--- src/rtl/keypad_pkg.sv ---
// keypad_pkg: shared types and constants for the 4x4 keypad scanner.
//   kp_state_e    - debounce FSM states
//   frame_class_e - classification of one complete 4-row scan frame
//   KEY_W, ROW_W  - key code and row drive widths
//   ROW_PATTERN   - active-low row drive word for each row index
package keypad_pkg;

  localparam int unsigned KEY_W = 4;
  localparam int unsigned ROW_W = 4;

  typedef enum logic [1:0] {
    IDLE,
    DEB_PRESS,
    HELD,
    DEB_RELEASE
  } kp_state_e;

  typedef enum logic [1:0] {
    NONE,
    SINGLE,
    MULTI
  } frame_class_e;

  localparam logic [ROW_W-1:0] ROW_PATTERN [4] = '{4'b1110, 4'b1101, 4'b1011, 4'b0111};

endpackage

--- src/rtl/keypad_debounce.sv ---
// keypad_debounce: frame-rate press/release debouncer for the keypad scanner.
// Optional build macro: KEYPAD_REPEAT_EN (auto-repeat of key_valid while held).
// Ports:
//   clk, rst       - clock, synchronous active-high reset
//   frame_end_i    - one-clk strobe at the end of each scan frame
//   frame_class_i  - NONE / SINGLE / MULTI for the frame just completed
//   frame_code_i   - code of the first pressed key in that frame
//   key_code_o     - last accepted key code (held across release)
//   key_valid_o    - one-clk pulse per accepted press (and per repeat)
//   key_held_o     - debounced key-down indicator
module keypad_debounce
  import keypad_pkg::*;
#(
  parameter int unsigned DEBOUNCE_CNT = 4,
  parameter int unsigned REPEAT_DELAY = 40,
  parameter int unsigned REPEAT_RATE  = 10
) (
  input  logic             clk,
  input  logic             rst,
  input  logic             frame_end_i,
  input  frame_class_e     frame_class_i,
  input  logic [KEY_W-1:0] frame_code_i,
  output logic [KEY_W-1:0] key_code_o,
  output logic             key_valid_o,
  output logic             key_held_o
);

  localparam int unsigned CW = $clog2(DEBOUNCE_CNT + 1);

  kp_state_e        state_q, state_d;
  logic [CW-1:0]    cnt_q, cnt_d, cnt_inc;
  logic [KEY_W-1:0] cand_q, cand_d;
  logic [KEY_W-1:0] key_code_q, key_code_d;
  logic             key_valid_q, key_valid_d;
  logic             key_held_q, key_held_d;

  logic cnt_done;
  logic same_key;
  logic accept;
  logic release_done;
  logic rep_fire;

  assign cnt_inc      = cnt_q + 1'b1;
  assign cnt_done     = (cnt_inc == CW'(DEBOUNCE_CNT));
  assign same_key     = (frame_class_i == SINGLE) && (frame_code_i == cand_q);
  assign accept       = frame_end_i && (state_q == DEB_PRESS) && same_key && cnt_done;
  assign release_done = frame_end_i && (state_q == DEB_RELEASE) &&
                        (frame_class_i == NONE) && cnt_done;

`ifdef KEYPAD_REPEAT_EN
  localparam int unsigned RMAX = (REPEAT_DELAY > REPEAT_RATE) ? REPEAT_DELAY : REPEAT_RATE;
  localparam int unsigned RW   = $clog2(RMAX + 1);

  logic [RW-1:0] rep_cnt_q, rep_cnt_d, rep_nxt;
  logic          rep_first_q, rep_first_d;
  logic          held_enter;
  logic          held_stay;

  assign held_enter = accept ||
                      (frame_end_i && (state_q == DEB_RELEASE) && (frame_class_i != NONE));
  assign held_stay  = frame_end_i && (state_q == HELD) && (frame_class_i != NONE);
  assign rep_nxt    = rep_cnt_q + 1'b1;
  // First repeat waits REPEAT_DELAY frames, later ones REPEAT_RATE; counter restarts on each fire.
  assign rep_fire   = held_stay &&
                      (rep_nxt == (rep_first_q ? RW'(REPEAT_DELAY) : RW'(REPEAT_RATE)));

  always_comb begin
    rep_cnt_d   = rep_cnt_q;
    rep_first_d = rep_first_q;
    if (held_enter) begin
      rep_cnt_d   = '0;
      rep_first_d = 1'b1;
    end else if (rep_fire) begin
      rep_cnt_d   = '0;
      rep_first_d = 1'b0;
    end else if (held_stay) begin
      rep_cnt_d   = rep_nxt;
    end
  end

  always_ff @(posedge clk) begin
    if (rst) begin
      rep_cnt_q   <= '0;
      rep_first_q <= 1'b1;
    end else begin
      rep_cnt_q   <= rep_cnt_d;
      rep_first_q <= rep_first_d;
    end
  end
`else
  logic rep_cfg_unused;
  assign rep_cfg_unused = (REPEAT_DELAY != 0) ^ (REPEAT_RATE != 0);
  assign rep_fire       = 1'b0;
`endif

  // State register
  always_ff @(posedge clk) begin
    if (rst) begin
      state_q     <= IDLE;
      cnt_q       <= '0;
      cand_q      <= '0;
      key_code_q  <= '0;
      key_valid_q <= 1'b0;
      key_held_q  <= 1'b0;
    end else begin
      state_q     <= state_d;
      cnt_q       <= cnt_d;
      cand_q      <= cand_d;
      key_code_q  <= key_code_d;
      key_valid_q <= key_valid_d;
      key_held_q  <= key_held_d;
    end
  end

  // Next-state logic, evaluated only at frame end
  always_comb begin
    state_d = state_q;
    cnt_d   = cnt_q;
    cand_d  = cand_q;
    if (frame_end_i) begin
      case (state_q)
        IDLE: begin
          if (frame_class_i == SINGLE) begin
            cand_d  = frame_code_i;
            cnt_d   = CW'(1);
            state_d = DEB_PRESS;
          end
        end
        DEB_PRESS: begin
          if (same_key) begin
            if (cnt_done) begin
              cnt_d   = '0;
              state_d = HELD;
            end else begin
              cnt_d   = cnt_inc;
            end
          end else begin
            cnt_d   = '0;
            state_d = IDLE;
          end
        end
        HELD: begin
          if (frame_class_i == NONE) begin
            cnt_d   = CW'(1);
            state_d = DEB_RELEASE;
          end
        end
        DEB_RELEASE: begin
          if (frame_class_i == NONE) begin
            if (cnt_done) begin
              cnt_d   = '0;
              state_d = IDLE;
            end else begin
              cnt_d   = cnt_inc;
            end
          end else begin
            cnt_d   = '0;
            state_d = HELD;
          end
        end
        default: state_d = IDLE;
      endcase
    end
  end

  // Output logic
  always_comb begin
    key_code_d  = key_code_q;
    key_valid_d = 1'b0;
    key_held_d  = key_held_q;
    if (accept) begin
      key_code_d  = cand_q;
      key_valid_d = 1'b1;
      key_held_d  = 1'b1;
    end
    if (rep_fire) begin
      key_valid_d = 1'b1;
    end
    if (release_done) begin
      key_held_d  = 1'b0;
    end
  end

  assign key_code_o  = key_code_q;
  assign key_valid_o = key_valid_q;
  assign key_held_o  = key_held_q;

endmodule

--- src/rtl/keypad_scan.sv ---
// keypad_scan: 4x4 key matrix scanner with synchronizer and frame debounce.
// Optional build macro: KEYPAD_REPEAT_EN (auto-repeat, see keypad_debounce).
// Ports:
//   clk       - system clock
//   rst       - synchronous reset, active-high
//   col       - matrix columns, active-low, asynchronous
//   row       - active-low one-hot row drive
//   key_code  - last accepted key, row*4+col
//   key_valid - one-clk pulse when key_code is updated
//   key_held  - high while the debounced key is down
module keypad_scan
  import keypad_pkg::*;
#(
  parameter int unsigned CLK_DIV      = 1200,
  parameter int unsigned DEBOUNCE_CNT = 4,
  parameter int unsigned REPEAT_DELAY = 40,
  parameter int unsigned REPEAT_RATE  = 10
) (
  input  logic             clk,
  input  logic             rst,
  input  logic [3:0]       col,
  output logic [ROW_W-1:0] row,
  output logic [KEY_W-1:0] key_code,
  output logic             key_valid,
  output logic             key_held
);

  localparam int unsigned DW = $clog2(CLK_DIV);

  logic [DW-1:0]    div_q, div_d;
  logic [1:0]       r_q, r_d;
  logic [3:0]       col_s1_q, col_s2_q;
  logic [1:0]       acc_cnt_q, acc_cnt_d;
  logic [KEY_W-1:0] acc_code_q, acc_code_d;

  logic             tick;
  logic [3:0]       pressed;
  logic [1:0]       row_cnt;
  logic [1:0]       col_idx;
  logic [2:0]       sum;
  logic [1:0]       tot;
  logic             frame_end;
  frame_class_e     frame_class;
  logic [KEY_W-1:0] frame_code;

  // Prescaler and row index
  always_comb begin
    tick  = (div_q == DW'(CLK_DIV - 1));
    div_d = tick ? '0 : div_q + 1'b1;
    r_d   = tick ? r_q + 2'd1 : r_q;
  end

  assign row = ROW_PATTERN[r_q];

  // Per-row contribution and running frame accumulation; the row-3 tick closes the frame
  // using the accumulated state plus that row's own contribution.
  always_comb begin
    pressed = ~col_s2_q;
    row_cnt = '0;
    col_idx = '0;
    for (int unsigned i = 0; i < 4; i++) begin
      if (pressed[i] && (row_cnt != 2'd2)) begin
        row_cnt = row_cnt + 2'd1;
      end
    end
    for (int unsigned i = 4; i > 0; i--) begin
      if (pressed[i-1]) begin
        col_idx = 2'(i - 1);
      end
    end
    sum        = {1'b0, acc_cnt_q} + {1'b0, row_cnt};
    tot        = (sum >= 3'd2) ? 2'd2 : sum[1:0];
    frame_code = ((acc_cnt_q == 2'd0) && (|pressed)) ? {r_q, col_idx} : acc_code_q;
    frame_end  = tick && (r_q == 2'd3);
    case (tot)
      2'd0:    frame_class = NONE;
      2'd1:    frame_class = SINGLE;
      default: frame_class = MULTI;
    endcase
    acc_cnt_d  = acc_cnt_q;
    acc_code_d = acc_code_q;
    if (tick) begin
      if (frame_end) begin
        acc_cnt_d  = '0;
        acc_code_d = '0;
      end else begin
        acc_cnt_d  = tot;
        acc_code_d = frame_code;
      end
    end
  end

  always_ff @(posedge clk) begin
    if (rst) begin
      div_q      <= '0;
      r_q        <= '0;
      col_s1_q   <= '1;
      col_s2_q   <= '1;
      acc_cnt_q  <= '0;
      acc_code_q <= '0;
    end else begin
      div_q      <= div_d;
      r_q        <= r_d;
      col_s1_q   <= col;
      col_s2_q   <= col_s1_q;
      acc_cnt_q  <= acc_cnt_d;
      acc_code_q <= acc_code_d;
    end
  end

  keypad_debounce #(
    .DEBOUNCE_CNT (DEBOUNCE_CNT),
    .REPEAT_DELAY (REPEAT_DELAY),
    .REPEAT_RATE  (REPEAT_RATE)
  ) u_debounce (
    .clk           (clk),
    .rst           (rst),
    .frame_end_i   (frame_end),
    .frame_class_i (frame_class),
    .frame_code_i  (frame_code),
    .key_code_o    (key_code),
    .key_valid_o   (key_valid),
    .key_held_o    (key_held)
  );

endmodule

--- config.mk ---
export PLATFORM = sky130hd
export DESIGN_NAME = keypad_scan
export DESIGN_NICKNAME = d
export VERILOG_FILES = /design/src/rtl/keypad_pkg.sv /design/src/rtl/keypad_debounce.sv /design/src/rtl/keypad_scan.sv
export SDC_FILE = /design/constraint.sdc
export NUM_CORES = 1
export LEC_CHECK = 0
export CORE_UTILIZATION = 30
export CTS_BUF_LIST = sky130_fd_sc_hd__clkbuf_16
export DETAILED_ROUTE_END_ITERATION = 7
export PLACE_DENSITY_LB_ADDON = 0.08
export SLEW_MARGIN = 20
export SYNTH_ARGS = -nofsm -noshare
export SYNTH_HDL_FRONTEND = slang
export SYNTH_SLANG_ARGS = --single-unit
--- constraint.sdc ---
create_clock -name clk -period 3.7 [get_ports clk]
set_clock_uncertainty 0.1 [all_clocks]
set_input_delay 0.74 -clock clk [delete_from_list [all_inputs] [get_ports clk]]
set_output_delay 0.74 -clock clk [all_outputs]
set_load 0.1 [all_outputs]
# After elaboration in Yosys (flattened, before gate mapping)
# Index checks and enable logic that the tools add are counted.
# totals
output_inout_bits	10
in_bits	6
elab_cells	91
regBits	42
# classes
add_sub_neg	7
mux	30
n_lt_le_gt_ge	2
n_bitwise	2
n_eq_ne	16
reduce_logical	22
# ops
operator	n
$mux W2	15
$mux W4	4
$mux W3	5
$logic_and A1 B1 Y1	12
$pmux W3 S4	1
$add A11 B1 Y11 const B	1
$eq A11 B11 Y1 const B	1
$add A2 B1 Y2 const B	4
$bmux W4 S2	1
$logic_not A2 Y1	4
$pmux W2 S4	1
$eq A2 B1 Y1 const B	3
$eq A2 B2 Y1 const B	3
$ne A2 B2 Y1 const B	3
$ne A3 B2 Y1 const B	2
$reduce_and A3 Y1	2
$reduce_and A5 Y1	1
$eq A4 B4 Y1	1
$ne A2 B1 Y1 const B	2
$not A4 Y4	1
$pmux W2 S2	1
$reduce_or A2 Y1	2
$reduce_or A4 Y1	1
$add A2 B2 Y3	1
other kinds (6)	7

# Longest topological paths before layout
# Gate-level depths: netlist of the first run.
# logic_depth
ltp_word	21
depth_mapped	16
mapped_depth_nobuf	16

# Modules after synthesis
# Synthesis of the first run repeated with hierarchy kept, for this count alone.
# unflattened
cells_unflattened	222
hier_area_um2	2057.0
# modules_own_cells
mod	seq_area_each_um2	instances	area_each_um2	cells_each
keypad_scan	540.5	1	1323.8	144
keypad_debounce	300.3	1	733.2	78

# Worst setup path before layout of the first run
# OpenSTA, ideal clock, no wires.
# synth_path
kind	flip-flop to flip-flop
startpoint	reg col_s2_q[0]
endpoint	reg u_debounce.cnt_q[0]
path_stages_with_launch	16
setup_ns	0.079
t_arrival_ns	3.459
required_ns	3.521
period_less_slack_ns	3.638
slack_ns	0.062
n_path_buf	0
cell_sequence	dfxtp_1 inv_1 ha_1 xnor2_1 ha_1 nor2_1 xnor2_1 ha_1 inv_1 fa_1 and4b_1 nand3b_1 mux2i_1 or4b_4 a211o_1 a211oi_2
# synth_via
elab_chain_cells	20
word_cells_on_any_way	34
cone_classes	4 x add/sub; 1 x order compare; 8 x eq/ne; 11 x mux; 1 x bitwise; 9 x reduce/logical
# synth_lines
item	line_no	text
start, declared	keypad_scan.sv:32	logic [3:0] col_s1_q, col_s2_q;
start signal, assigned	keypad_scan.sv:105	col_s2_q <= col_s1_q;
$not A4 Y4 *	keypad_scan.sv:58	pressed = ~col_s2_q;
branches (longest 19 deep; another with $add A2 B2 Y3)	n/a	
end signal, assigned	keypad_debounce.sv:107	cnt_q <= cnt_d;
end, declared	keypad_debounce.sv:31	logic [CW-1:0] cnt_q, cnt_d, cnt_inc;
# Every way passes the cells marked *.
# A chain may end at the register's enable or synchronous reset.

# Worst setup path in the final report of the first run
# Same ends and word-level chain as after synthesis.

==> results of run 1 <==
worst max-delay path, delay by kind of cell, from the launching register on:
family,cells,cell delay (ns)
adder cells (fa/ha/maj),4,1.06
AND/OR/NAND/NOR,4,0.89
AO/OA/AOI/OAI,4,0.70
flip-flops,1,0.33
multiplexers,1,0.16
XOR/XNOR,1,0.13
buffers and inverters,2,0.11
cell type report:
cell class / count / area [um^2] / share of cell area (%)
Clock buffer: 5 / 125 / 4.98
Multi-Input combinational cell: 164 / 1190 / 47.2
Timing Repair Buffer: 24 / 208 / 8.27
Inverter: 13 / 48.8 / 1.94
Tap cell: 77 / 96.3 / 3.83
Sequential cell: 42 / 841 / 33.5
Clock inverter: 2 / 7.51 / 0.299
sequential cells by signal (all words and copies together) (netlist names):
name / count
div_q: 11
acc_code_q: 4
col_s1_q: 4
col_s2_q: 4
u_debounce.cand_q: 4
u_debounce.key_code_o: 4
u_debounce.cnt_q: 3
acc_cnt_q: 2
r_q: 2
u_debounce.state_q: 2
u_debounce.key_held_o: 1
u_debounce.key_valid_o: 1
what timing repair did:
item                                    CTS  global route
gates resized for setup                   0            20
endpoints found under the setup margin    0             8
endpoints found under the hold margin     0             0
worst max path at each step:
stage	from	depth (start not counted)	slack, ns	endpoint
after floorplan	col_s2_q[0]$_SDFF_PP1_	15	0.06	u_debounce.cnt_q[0]$_SDFFE_PP0P_
after global routing	col_s2_q[0]$_SDFF_PP1_	15	-0.03	u_debounce.cnt_q[0]$_SDFFE_PP0P_
after global placement	col_s2_q[0]$_SDFF_PP1_	16	0.07	u_debounce.key_code_o[2]$_SDFFE_PP0P_
after CTS	col_s2_q[0]$_SDFF_PP1_	17	0.03	u_debounce.key_code_o[2]$_SDFFE_PP0P_
final	col_s2_q[0]$_SDFF_PP1_	16	0.15	u_debounce.cnt_q[0]$_SDFFE_PP0P_
after detailed placement	col_s2_q[0]$_SDFF_PP1_	17	0.04	u_debounce.key_code_o[2]$_SDFFE_PP0P_
metrics by stage:
step	cells	total power (W)	setup TNS (ns)	setup WS (ns)	hold WS, ns
6_report	327	0.000936	0	0.154	0.306
5_1_grt	327	0.000983	-0.0416	-0.0277	0.325
4_1_cts	327	0.000946	0	0.0320	0.308
3_5_place_dp	320	0.000535	0	0.0440	0.294
3_3_place_gp	320	0.000536	0	0.0669	0.291
2_1_floorplan	227	0.000516	0	0.0621	0.289
cell usage in the layout (no fill, tap or decap), types with 2 or more instances in the layout:
| cell | instances |
|---|---|
| a311oi_1 | 3 |
| xnor2_2 | 2 |
| nand2_1 | 15 |
| and3_1 | 4 |
| mux2i_1 | 2 |
| and4b_1 | 2 |
| clkbuf_16 | 5 |
| a21oi_1 | 17 |
| inv_2 | 2 |
| or2_2 | 8 |
| nor3_1 | 6 |
| clkdlybuf4s50_1 | 11 |
| dfxtp_1 | 42 |
| xor2_1 | 7 |
| a22oi_1 | 2 |
| xnor2_1 | 6 |
| ha_4 | 2 |
| nand3_1 | 12 |
| o21ai_0 | 2 |
| o21ai_1 | 3 |
| a211oi_1 | 4 |
| a32o_1 | 2 |
| nor2_1 | 27 |
| ha_1 | 8 |
| ha_2 | 3 |
| inv_1 | 13 |
| and4_1 | 2 |
| a211o_1 | 2 |
| buf_4 | 13 |
power by group:
group / internal, W / switching, W / leakage (nW) / total (W)
combinational: 0.0000340 / 0.0000350 / 0.516 / 0.0000689
clock: 0.000241 / 0.000161 / 0.0723 / 0.000402
sequential: 0.000459 / 0.00000524 / 0.341 / 0.000464
routing by layer:
metal	GRT usage, %	vias up	part of all wire (%)
met5	0	-	0
met4	5.96	0	1.5
met3	3.44	4	2.6
met2	18.6	24	43
met1	16.9	747	53
li1	-	837	-
cells by family (layout without fill, tap and decap cells):
family                     Yosys count  count (layout)  share of synthesized area [%]
and+or+nand+nor                     89              89                           22.8
AOI/OAI and AO/OA                   43              43                           14.0
DFF                                 42              42                           41.4
buffers and inverters               21              44                           4.25
xor gates and xnor gates            15              15                           6.47
adders and majority gates           14              14                           9.00
muxes                                3               3                           2.09
==> qor.yml, run 1 <==
syn_area_per_cell_um2: 8.95
clkTransAtPathRegs_ns: 0.06
max_stage_delay_ns: 0.48
ys_ff_latch: 42
cp.arrival_ns: 3.65
worstReg2RegStart: "col_s2_q[0]$_SDFF_PP1_"
hold_viol_final: 0
wl_um: 4210
dieWidth_um: 84.3
ys_warn_count: 0
fmax_mhz: 282
powerDensity_nw_per_um2: 372
min_from: "col_s1_q[3]$_SDFF_PP1_"
cts_root_buffer: "clkbuf_16"
antenna_cells: 0
p_leak_nw: 0.929
max_cap_violations: 0
ys.flop_type: "dfxtp_1"
syn_nets: 247
netlist_top_cells_area: "dfxtp_1 41%, ha_1 8.0%, nor2_1 5.4%"
start_util_pct: 31.4
die_y_um: 84.3
htree_levels: 2
vias: 1612
path_max_fanout: 3
clk_latency_ns: 0.27
synthArstFlopShare_pct: 0
ir_drop_v: 0.000157
synthTopCellsByCount: "42 x dfxtp_1, 29 x nor2_1, 17 x a21oi_1"
period_minus_slack_ns: 3.55
drt-wirelength-per-cell_um: 12.9
gp_congestion: 0.714
post_cts_buffers: 0
status: "finished with violations"
grt-ovfl-total: 0
hold_end: "col_s2_q[3]$_SDFF_PP1_"
fin_area_um2: 2510
ys_seq_area_share_pct: 41.4
crit_path_start_kind: "flop"
die-area_um2: 7100
violations: "DRC"
fin_util_pct: 38.9
tritoncts: "yes"
slew_headroom_pct: 35.5
postSynthCellCount: 227
clk_path_buf_depth: 2
crit_type: "reg -> reg"
fin_crit_sh_pct: 95.8
tightest_slew_ns: 0.964
slew_viol_final: 0
grt_max_degree: 20
syn_area_um2: 2030
crit_top_cell: "ha_2"
ant_nets: 0
hp-class: "reg -> reg"
ys_types: 44
cts_sinks: 42
setup_violations: 0
grt_use_total_pct: 12.6
cts_hold_buf: 0
antenna_found_initial: 0
synth_edf_count: 0
n_fill_cell: 655
via_per_inst: 4.93
holdPathStages: 1
rows: 29
core-area_um2: 6460
grt_pass1_wl_um: 7050
ios: 16
ff2ff_path_depth: 16
r2r_end: "u_debounce.cnt_q[0]$_SDFFE_PP0P_"
portBuffers: 15
drive_gt1_share_pct: 17.6
place_area_um2: 2300
worstPathRequired_ns: 3.80
yosys.area.top_type_share_pct: 41.4
rrSetupSlack_ns: 0.15
yosysMostFrequentCell: "dfxtp_1"
drc: 4
grt_pass1_vias: 1466
dr.first_iter.drc_count: 79
syn_to_final_growth_pct: 23.7
path_cells: "inv_2 > ha_4 > o21ai_4 > o31ai_4 > ha_2 > nor2_4 > xnor2_2 > ha_2 > inv_1 > fa_1 > and4b_1 > nand3b_1 > mux2i_1 > or4b_4 > a211o_1 > a211oi_2"
first_pass_iters: 6
nNetsFinal: 270
dp_hpwl_um: 3000
cts_buffers: 5
crit_path_end_kind: "flop"
yosysTopAreaCell: "dfxtp_1"
critPathSlowestCell: "fa_1"
Note: power is estimated with default switching activity, not from simulation.
==> run 2: changes to the inputs <==
- PLACE_DENSITY: not set -> 0.55
- PLACE_DENSITY_LB_ADDON: 0.08 -> not set
- TNS_END_PERCENT: not set -> 5
==> run 2 against run 1 <==
Effect of this change: clock power grew 21%; wire length shrank 3.6%; non-clock buffer count shrank 1; first-iteration DRC count shrank 44%; the run still ends with DRC left; count of clock-buffer cells in the layout is the same; global-route usage shrank 0.29 points; largest power group is now the clock network; critical path type unchanged; utilization grew 0.50 points.
==> qor.yml, run 2 (synthesized netlist as in run 1, its figures left out) <==
holdPathStages: 1
antenna_found_initial: 0
via_per_inst: 4.96
die-area_um2: 7100
wl_um: 4060
slew_viol_final: 0
cts_buffers: 5
final_common_cell: "dfxtp_1"
cts_hold_buf: 0
crit_path_end_kind: "flop"
multiInputGateArea_um2: 1190
grtUsageMet3_pct: 2.95
die_y_um: 84.3
drt-wirelength-per-cell_um: 12.4
hp-class: "reg -> reg"
crit_path_start_kind: "flop"
ios: 16
seqCellArea_um2: 843
post_cts_buffers: 0
core-area_um2: 6460
period_minus_slack_ns: 3.65
largest_reg_flops: 11
n_fill_cell: 640
cts_sinks: 42
clk_path_buf_depth: 2
first_pass_iters: 6
fin_cells: 327
grt_pass1_vias: 1569
fin_area_um2: 2540
mostFrequentLayoutCells: "40 x dfxtp_1, 27 x nor2_1, 17 x a21oi_1"
status: "finished with violations"
worstReg2RegStart: "col_s2_q[0]$_SDFF_PP1_"
drive_gt1_share_pct: 19.2
drc: 2
ant_nets: 0
tightest_slew_ns: 0.965
hold_viol_final: 0
gp_congestion: 0.757
max_cap_violations: 0
grt.busiest_layer: "met2"
start_util_pct: 31.4
place_area_um2: 2290
rsz0062_at_grt: "true"
ff2ff_path_depth: 15
antenna_cells: 0
slew_headroom_pct: 35.5
p_leak_nw: 0.931
place_inst: 319
grt_pass1_wl_um: 7060
rrSetupSlack_ns: 0.05
dr.first_iter.drc_count: 44
syn_to_final_growth_pct: 25.3
min_from: "col_s1_q[0]$_SDFF_PP1_"
portBuffers: 15
startpoint: "col_s2_q[0]$_SDFF_PP1_"
cp.arrival_ns: 3.75
crit_type: "reg -> reg"
dieWidth_um: 84.3
htree_levels: 2
grt_use_met2_pct: 20.3
hold_end: "col_s2_q[0]$_SDFF_PP1_"
powerDensity_nw_per_um2: 401
tritoncts: "yes"
nNetsFinal: 269
rows: 29
grt-ovfl-total: 0
grtUsageMet1_pct: 15.9
dp_hpwl_um: 2850
clk_latency_ns: 0.28
fmax_mhz: 274
clkTransAtPathRegs_ns: 0.06
grt_max_degree: 21
worstPathRequired_ns: 3.80
vias: 1622
grt_use_total_pct: 12.3
cts_root_buffer: "clkbuf_16"
hold_ws_ns: 0.306
fin_crit_sh_pct: 98.7
violations: "DRC"
setup_violations: 0
regMostFlops: "div_q"
path_max_fanout: 3
ir_drop_v: 0.000176
r2r_end: "u_debounce.cnt_q[0]$_SDFFE_PP0P_"
run 2: stage by stage:
step | utilization [%] | worst slack, ns | power, W | TNS, ns
2_1_floorplan | - | 0.0621 | 0.000516 | 0
3_3_place_gp | 35.5 | 0.0718 | 0.000535 | 0
3_5_place_dp | 35.5 | -0.00408 | 0.000535 | -0.00408
4_1_cts | 38.1 | 0.0165 | 0.00103 | 0
5_1_grt | 39.4 | -0.152 | 0.00106 | -0.764
6_report | 39.4 | 0.0496 | 0.00102 | 0
run 2: per-layer routing:
metal	share of wire, %	vias to the layer above
met4	1.0	0
met3	3.2	5
met2	45	25
met1	51	758
li1	-	834
met5	0	-
run 2: how the worst max path moves through the flow:
stage               cells past startpoint  slack [ns]                                to
floorplan                              15        0.06  u_debounce.cnt_q[0]$_SDFFE_PP0P_
global placement                       15        0.07  u_debounce.cnt_q[0]$_SDFFE_PP0P_
detailed placement                     16      -0.004  u_debounce.cnt_q[0]$_SDFFE_PP0P_
CTS                                    15        0.02  u_debounce.cnt_q[0]$_SDFFE_PP0P_
global route                           15       -0.15  u_debounce.cnt_q[0]$_SDFFE_PP0P_
finish                                 15        0.05  u_debounce.cnt_q[0]$_SDFFE_PP0P_
run 2: layout make-up:
class	count	share of cell area [%]
Clock buffer	5	4.92
Clock inverter	3	1.62
Inverter	13	1.92
Multi-Input combinational cell	164	46.8
Sequential cell	42	33.1
Tap cell	77	3.79
Timing Repair Buffer	23	7.87
run 2: timing repair:
item	CTS	global route
pin swaps	0	3
setup endpoints to repair	2	9
resized for setup	3	21
run 2: worst max-delay path, stage by stage, from the launching register on:
cell	delay, ns
dfxtp_2	0.32
buf_4	0.13
ha_2	0.20
o31ai_4	0.25
ha_2	0.24
nor2_4	0.05
xnor2_2	0.14
ha_2	0.18
inv_1	0.04
fa_1	0.49
and4b_1	0.22
nand3b_1	0.09
mux2i_1	0.16
or4b_4	0.49
a211o_1	0.28
a211oi_2	0.19
run 2: where the power goes:
part | switching (W) | internal (W) | leakage, nW
clock | 0.000172 | 0.000316 | 0.0812
combinational | 0.0000351 | 0.0000339 | 0.510
sequential | 0.00000562 | 0.000459 | 0.340
total | 0.000212 | 0.000809 | 0.931
